**src/rtl/write_req_pkg.sv**
```systemverilog
// Shared widths, the stage-1 request record and the stage-2 outcome type
// used by the WriteReq sink.
package write_req_pkg;

    localparam int ADDR_W = 32;
    localparam int DATA_W = 8;

    // One registered write request, as captured from the bus in stage 1.
    typedef struct packed {
        logic [ADDR_W-1:0] address;
        logic [DATA_W-1:0] data;
        logic              valid;
    } write_req_t;

    // What stage 2 does with the request currently held in stage 1.
    typedef enum logic [1:0] {
        WR_NONE   = 2'd0,
        WR_COMMIT = 2'd1,
        WR_DROP   = 2'd2
    } wr_kind_t;

endpackage

```
**src/rtl/write_req_if.sv**
```systemverilog
// WriteReq bus: a fire-and-forget byte write with no back-pressure.
interface WriteReq (
    input logic CLK,
    input logic RST
);
    import write_req_pkg::*;

    logic [ADDR_W-1:0] address;
    logic [DATA_W-1:0] data;
    logic              valid;

    modport master (
        input  CLK,
        input  RST,
        output address,
        output data,
        output valid
    );

    modport slave (
        input CLK,
        input RST,
        input address,
        input data,
        input valid
    );

endinterface

```
**src/rtl/write_req_sink_sat_counter.sv**
```systemverilog
// Saturating up-counter with a synchronous clear. When inc and clr land on
// the same edge the clear happens first and the increment is still counted,
// so the result is 1.
module sat_counter #(
    parameter int WIDTH = 16
) (
    input  logic             CLK,
    input  logic             RST,
    input  logic             inc,
    input  logic             clr,
    output logic [WIDTH-1:0] count
);

    logic [WIDTH-1:0] count_d;
    logic [WIDTH-1:0] count_q;

    // Next count: optional clear, then increment unless already at all-ones.
    always_comb begin
        count_d = count_q;
        if (clr) begin
            count_d = '0;
        end
        if (inc && (count_d != '1)) begin
            count_d = count_d + WIDTH'(1);
        end
    end

    // Count register.
    always_ff @(posedge CLK or posedge RST) begin
        if (RST) begin
            count_q <= '0;
        end else begin
            count_q <= count_d;
        end
    end

    assign count = count_q;

endmodule

```
**src/rtl/write_req_sink.sv**
```systemverilog
// Terminating responder for WriteReq. Stage 1 registers the request and
// decodes it against the window; stage 2 commits in-range bytes to local
// memory or records an out-of-range error. A host read port returns memory
// contents one edge after rd_en, forwarding the stage-1 byte when it targets
// the same offset so that every write sampled before the read edge is seen.
module write_req_sink
    import write_req_pkg::*;
#(
    parameter logic [31:0] ADDR_BASE = 32'h0000_0000,
    parameter int          MEM_DEPTH = 256,
    parameter int          CNT_WIDTH = 16
) (
    input  logic                         CLK,
    input  logic                         RST,
    WriteReq.slave                       req_in,
    input  logic                         rd_en,
    input  logic [$clog2(MEM_DEPTH)-1:0] rd_addr,
    output logic [7:0]                   rd_data,
    output logic                         rd_valid,
    output logic [CNT_WIDTH-1:0]         wr_count,
    output logic [CNT_WIDTH-1:0]         err_count,
    output logic [31:0]                  err_addr,
    output logic                         err_flag,
    input  logic                         err_clr
);

    localparam int                OFF_W       = $clog2(MEM_DEPTH);
    localparam logic [ADDR_W-1:0] MEM_DEPTH_W = ADDR_W'(MEM_DEPTH);

    // Stage 1 registers
    write_req_t        s1_d;
    write_req_t        s1_q;
    logic              s1_in_range_d;
    logic              s1_in_range_q;
    logic [OFF_W-1:0]  s1_off_d;
    logic [OFF_W-1:0]  s1_off_q;
    logic [ADDR_W-1:0] s1_off_full;

    // Stage 2 control
    wr_kind_t          wr_kind;
    logic              mem_we;
    logic              err_hit;

    // Error tracking
    logic              err_flag_d;
    logic              err_flag_q;
    logic [ADDR_W-1:0] err_addr_d;
    logic [ADDR_W-1:0] err_addr_q;

    // Read port
    logic              fwd_hit;
    logic [7:0]        rd_data_d;
    logic [7:0]        rd_data_q;
    logic              rd_valid_d;
    logic              rd_valid_q;

    // Local byte storage; deliberately not reset.
    logic [DATA_W-1:0] mem_q [MEM_DEPTH];

    // Stage 1: capture the request and decode it. Addresses below the base
    // wrap to a huge offset and fall out of range, so nothing aliases.
    always_comb begin
        s1_d.address  = req_in.address;
        s1_d.data     = req_in.data;
        s1_d.valid    = req_in.valid;
        s1_off_full   = req_in.address - ADDR_BASE;
        s1_in_range_d = (req_in.address >= ADDR_BASE) && (s1_off_full < MEM_DEPTH_W);
        s1_off_d      = s1_off_full[OFF_W-1:0];
    end

    // Stage 1 register; reset drops any pending write.
    always_ff @(posedge CLK or posedge RST) begin
        if (RST) begin
            s1_q          <= '0;
            s1_in_range_q <= 1'b0;
            s1_off_q      <= '0;
        end else begin
            s1_q          <= s1_d;
            s1_in_range_q <= s1_in_range_d;
            s1_off_q      <= s1_off_d;
        end
    end

    // Stage 2: classify the held request as a commit, a drop or nothing.
    always_comb begin
        wr_kind = WR_NONE;
        if (s1_q.valid) begin
            wr_kind = s1_in_range_q ? WR_COMMIT : WR_DROP;
        end
        mem_we  = (wr_kind == WR_COMMIT);
        err_hit = (wr_kind == WR_DROP);
    end

    // Memory write port.
    always_ff @(posedge CLK) begin
        if (mem_we) begin
            mem_q[s1_off_q] <= s1_q.data;
        end
    end

    // Error flag/address: a new error beats a simultaneous clear; the
    // captured address survives the clear.
    always_comb begin
        err_flag_d = err_flag_q;
        err_addr_d = err_addr_q;
        if (err_clr) begin
            err_flag_d = 1'b0;
        end
        if (err_hit) begin
            err_flag_d = 1'b1;
            err_addr_d = s1_q.address;
        end
    end

    // Error register.
    always_ff @(posedge CLK or posedge RST) begin
        if (RST) begin
            err_flag_q <= 1'b0;
            err_addr_q <= '0;
        end else begin
            err_flag_q <= err_flag_d;
            err_addr_q <= err_addr_d;
        end
    end

    // Read mux: the stage-1 byte has not reached memory yet, so a matching
    // in-range entry overrides the array value.
    always_comb begin
        fwd_hit    = s1_q.valid && s1_in_range_q && (s1_off_q == rd_addr);
        rd_valid_d = rd_en;
        rd_data_d  = rd_data_q;
        if (rd_en) begin
            rd_data_d = fwd_hit ? s1_q.data : mem_q[rd_addr];
        end
    end

    // Read data register; data holds between reads.
    always_ff @(posedge CLK or posedge RST) begin
        if (RST) begin
            rd_data_q  <= '0;
            rd_valid_q <= 1'b0;
        end else begin
            rd_data_q  <= rd_data_d;
            rd_valid_q <= rd_valid_d;
        end
    end

    sat_counter #(
        .WIDTH (CNT_WIDTH)
    ) u_wr_cnt (
        .CLK   (CLK),
        .RST   (RST),
        .inc   (mem_we),
        .clr   (1'b0),
        .count (wr_count)
    );

    sat_counter #(
        .WIDTH (CNT_WIDTH)
    ) u_err_cnt (
        .CLK   (CLK),
        .RST   (RST),
        .inc   (err_hit),
        .clr   (err_clr),
        .count (err_count)
    );

    assign rd_data  = rd_data_q;
    assign rd_valid = rd_valid_q;
    assign err_flag = err_flag_q;
    assign err_addr = err_addr_q;

endmodule

```
**src/flat_wrapper.sv**
```systemverilog
// flat-port wrapper written by rule: the top's interface ports become plain ports
module write_req_sink_flat import write_req_pkg::*;
#(
    parameter logic [31:0] ADDR_BASE = 32'h0000_0000,
    parameter int          MEM_DEPTH = 256,
    parameter int          CNT_WIDTH = 16
)
  (CLK, RST, rd_en, rd_addr, rd_data, rd_valid, wr_count, err_count, err_addr, err_flag, err_clr, req_in_address, req_in_data, req_in_valid);
  WriteReq req_in_i (.CLK(CLK), .RST(RST));
  input  logic CLK;
  input  logic RST;
  input  logic rd_en;
  input  logic [$clog2(MEM_DEPTH)-1:0] rd_addr;
  output logic [7:0] rd_data;
  output logic rd_valid;
  output logic [CNT_WIDTH-1:0] wr_count;
  output logic [CNT_WIDTH-1:0] err_count;
  output logic [31:0] err_addr;
  output logic err_flag;
  input  logic err_clr;
  input wire logic [$bits(req_in_i.address)-1:0] req_in_address;
  input wire logic [$bits(req_in_i.data)-1:0] req_in_data;
  input wire logic [$bits(req_in_i.valid)-1:0] req_in_valid;
  assign req_in_i.address = req_in_address;
  assign req_in_i.data = req_in_data;
  assign req_in_i.valid = req_in_valid;
  write_req_sink #(.ADDR_BASE(ADDR_BASE), .MEM_DEPTH(MEM_DEPTH), .CNT_WIDTH(CNT_WIDTH)) u_core (.CLK(CLK), .RST(RST), .req_in(req_in_i), .rd_en(rd_en), .rd_addr(rd_addr), .rd_data(rd_data), .rd_valid(rd_valid), .wr_count(wr_count), .err_count(err_count), .err_addr(err_addr), .err_flag(err_flag), .err_clr(err_clr));
endmodule
```
**config.mk**
```make
export PLATFORM = sky130hd
export DESIGN_NAME = write_req_sink_flat
export DESIGN_NICKNAME = d
export VERILOG_FILES = /design/src/rtl/write_req_pkg.sv /design/src/rtl/write_req_if.sv /design/src/rtl/write_req_sink_sat_counter.sv /design/src/rtl/write_req_sink.sv /design/src/flat_wrapper.sv
export SDC_FILE = /design/constraint.sdc
export NUM_CORES = 2
export LEC_CHECK = 0
export BUFFER_PORTS_ARGS = -buffer_cell sky130_fd_sc_hd__buf_2
export CAP_MARGIN = 20
export CORE_ASPECT_RATIO = 1.2
export CORE_MARGIN = 3
export CORE_UTILIZATION = 39
export DETAILED_ROUTE_END_ITERATION = 7
export GPL_TIMING_DRIVEN = 0
export PLACE_DENSITY = 0.55
export SYNTH_ARGS = -nofsm -noshare
export SYNTH_HDL_FRONTEND = slang
export SYNTH_SLANG_ARGS = --single-unit
```
**constraint.sdc**
```tcl
create_clock -name CLK -period 5.2 [get_ports CLK]
set_input_delay 0.52 -clock CLK [delete_from_list [all_inputs] [get_ports CLK]]
set_output_delay 0.52 -clock CLK [all_outputs]
set_load 0.05 [all_outputs]
```
==> impl_metrics.py <==
metrics = {
    "power": {
        "ir_drop_mv": 0.3642,
        "total_power_mw": 36.46,
        "p_leak_nw": 30.53,
        "power_per_cell_area_nw_per_um2": 379.1,
    },
    "synthesis": {
        "synthArstFlopShare": 0.05360,
        "ys_ff_latch": 2164,
        "synth_cell_type_count": 49,
        "synth_cells": 3908,
        "yosysWarningCount": 0,
        "syn_area_per_cell_um2": 21.43,
        "synth_edf_count": 2048,
        "synthFlopType": "edfxtp_1",
        "ys_seq_area_frac": 0.7691,
        "synth_nets": 3963,
        "syn_area_um2": 83740,
    },
    "cts": {
        "cts_buffers": 208,
        "cts_setup_buffers": 0,
        "clock-sinks": 2164,
        "cts_htree_levels": 4,
        "clock_latency_ps": 870,
        "cts_buffer_depth": 3,
        "cts_tree": "done",
        "root_buffer": "clkbuf_16",
        "cts.reportedPaths.clkPinSlew_ps": 60,
    },
    "worst_setup_path": {
        "path_delay_family": "buffers and inverters",
        "worstSetupPathType": "flip-flop to flip-flop",
        "slowest_stage": "nor2_1",
        "arrival_ps": 4910,
        "critical_path_buf_inv_count": 3,
        "crit_fanout": 10,
        "worstPathRequired_ps": 5680,
        "crit_path_max_incr_delay_ps": 1060,
        "reg2reg_to": "u_core.mem_q[178][4]$_DFFE_PP_",
        "cpMostUsedCell": "clkbuf_1",
        "cp_cell_sequence": "clkbuf_1 -> nor2b_1 -> clkbuf_1 -> nand3_1 -> clkbuf_2 -> nor2_1",
        "critPathLaunchType": "flip-flop",
        "ff2ff_setup_slack_ps": 770,
        "r2r.worst_path.cells": 6,
        "worstSetupEndpointType": "flip-flop",
        "r2r_start": "u_core.s1_q[10]$_DFF_PP0_",
    },
    "grt": {
        "grt_pass1_vias": 43240,
        "grt_antenna_before_repair": 13,
        "grt_max_degree": 99,
        "grt_overflow": 0,
        "grt_use_total": 0.2317,
        "grt_pass1_wl_mm": 351.1,
    },
    "finish": {
        "finalNetCount": 4393,
        "finish.utilization": 0.4522,
        "syn2layout_area_growth_pct": 14.88,
        "drive_above_1_share": 0.2732,
    },
    "route": {
        "routed_wl_mm": 257.1,
        "viasPerCell": 5.813,
        "wl_per_cell_um": 35.09,
        "drtPass1Iterations": 6,
        "detailroute.via_count": 42590,
        "drt-initial-drc-count": 4713,
        "drcViolationCount": 0,
        "postRouteAntennaNets": 0,
    },
    "floorplan": {
        "core_um2": 212700,
        "io_pins": 127,
        "start_util": 0.3936,
        "rows": 185,
        "die_area_um2": 220300,
        "die_x_um": 429.0,
        "chipHeight_um": 513.6,
    },
    "run_status": {
        "outcome": "completed",
    },
    "timing": {
        "relSlewSlack": 0.2105,
        "skew_ps": 52.98,
        "worst_slew_pin_slew_ps": 1184,
        "tns_ps": 0,
        "worst_hold_slack_ps": 184.6,
        "rsz0062_at_grt": "no",
        "fmax_mhz": 225.6,
        "min_period_over_period": 0.8524,
        "setup_slack_ps": 767.7,
        "hold_violations": 0,
        "slew_violations": 0,
        "finalCriticalPeriod_ps": 4432,
        "finalSetupViolCount": 0,
    },
    "placed_design": {
        "port_buffers": 120,
        "routabilityCongestion": 0.9210,
        "pre_cts_slack_ps": 603.3,
        "place_hpwl_mm": 177.7,
    },
    "min_path": {
        "hp-class": "primary input to async pin",
    },
    "run": {
        "cap_violations": 0,
    },
}
-- kinds of logic after synthesis --
kind of cell    synth area share
compound gates           0.01478
flops                     0.7691
simple gates             0.03310
fa+ha+maj              0.0002988
xor+xnor                0.003765
buf+inv                  0.01436
mux                       0.1646
-- state kept, by name (all words and copies together), names as in the netlist --
name,count
u_core.err_addr,32
u_core.err_flag,1
u_core.mem_q,2048
u_core.rd_data,8
u_core.rd_valid,1
u_core.s1_in_range_q,1
u_core.s1_q,41
u_core.u_err_cnt.count,16
u_core.u_wr_cnt.count,16
-- power by group --
group / switching [mW] / internal, mW
sequential: 0.105 / 19.1
combinational: 1.41 / 0.710
clock: 6.65 / 8.48
total: 8.17 / 28.3
-- worst max-delay path by stage --
stage,start,end,slack (ps),cells after the start
after floorplan,u_core.s1_q[1]$_DFF_PP0_,u_core.mem_q[0][0]$_DFFE_PP_,1210,0
after global placement,u_core.s1_q[1]$_DFF_PP0_,u_core.mem_q[74][0]$_DFFE_PP_,-3150,0
after detailed placement,rd_addr[4],u_core.rd_data[4]$_DFFE_PP0P_,600,8
after CTS,u_core.s1_q[9]$_DFF_PP0_,u_core.mem_q[225][5]$_DFFE_PP_,900,6
after global routing,u_core.s1_q[10]$_DFF_PP0_,u_core.mem_q[178][4]$_DFFE_PP_,840,6
final,u_core.s1_q[10]$_DFF_PP0_,u_core.mem_q[178][4]$_DFFE_PP_,770,6
-- tightest hold or removal path, cell delays in order --
cell and delay (ps):
dlygate4sd3_1 530, buf_2 140, inv_6 280
-- metal layers --
layer  track usage  vias to the layer above  share of wire
met5             0                        -              0
met3       0.04849                      494          0.078
met4        0.1154                        0          0.057
li1              -                    17080              -
met2        0.3824                     2084           0.49
met1        0.2917                    22940           0.38
-- through the flow --
step	instance area [um^2]	std cells
after floorplan	83740	3908
after global placement	87850	6833
after detailed placement	88900	6881
after CTS	96100	7311
after global routing	96180	7321
final	96200	7327
-- Yosys cell counts (2+ instances only) --
library cell	number	area, um^2
xor2_1	16	140.1
buf_4	42	315.3
buf_2	73	365.4
nor2b_1	32	200.2
and3_1	3	18.77
clkbuf_1	88	330.3
dfrtp_1	116	2903
or2_2	2	12.51
a22o_1	13	113.9
a211oi_1	18	135.1
inv_1	6	22.52
mux2_2	27	304.0
edfxtp_1	2048	61500
nand4b_1	2	17.52
o2111ai_1	4	35.03
or4bb_1	2	22.52
nor4_1	10	62.56
or3b_2	6	52.55
and4b_1	2	20.02
a31oi_1	9	56.30
nor3_1	29	145.1
a21boi_0	3	22.52
nor2_1	301	1130
nand3b_1	7	52.55
ha_1	2	25.02
and2_1	5	31.28
or3_1	7	43.79
buf_1	8	30.03
a22oi_1	30	225.2
o21ai_1	4	20.02
xnor2_1	20	175.2
nand3_1	37	185.2
or4_1	6	45.04
o22ai_1	71	444.2
o31a_1	4	35.03
mux4_2	562	12660
nand2b_1	6	37.54
a21oi_1	15	75.07
buf_6	12	135.1
nand4_1	27	168.9
mux2i_1	82	820.8
nand2_1	135	506.7
o21ai_0	10	50.05
-- layout make-up --
type | instances | area, um^2
timing repair buffer | 220 | 2106
antenna | 8 | 20.02
multi-input combinational | 1514 | 18140
inverter | 7 | 31.28
sequential | 2164 | 64430
clock inverter | 118 | 1176
fill | 17780 | 116500
tap | 2805 | 3510
buffer | 223 | 1197
clock buffer | 268 | 5582
-- repair_timing --
action	in CTS	in global routing
setup endpoints to repair	0	0
gates resized for setup	0	0
hold buffers	44	0
endpoints found under the hold margin	81	0
-- placed cells by master (no fill, tap or decap), drive strengths merged, types with 32 or more instances in the layout --
cell,synthesis,final
mux2i,82,82
clkinv,0,92
o22ai,71,71
nor2b,32,32
dfrtp,116,116
edfxtp,2048,2048
dlygate4sd3,0,44
buf,135,309
mux4,562,562
nand3,37,37
nor2,301,301
nand2,135,135
clkbuf,88,358
Note: power is estimated with default switching activity, not from simulation.
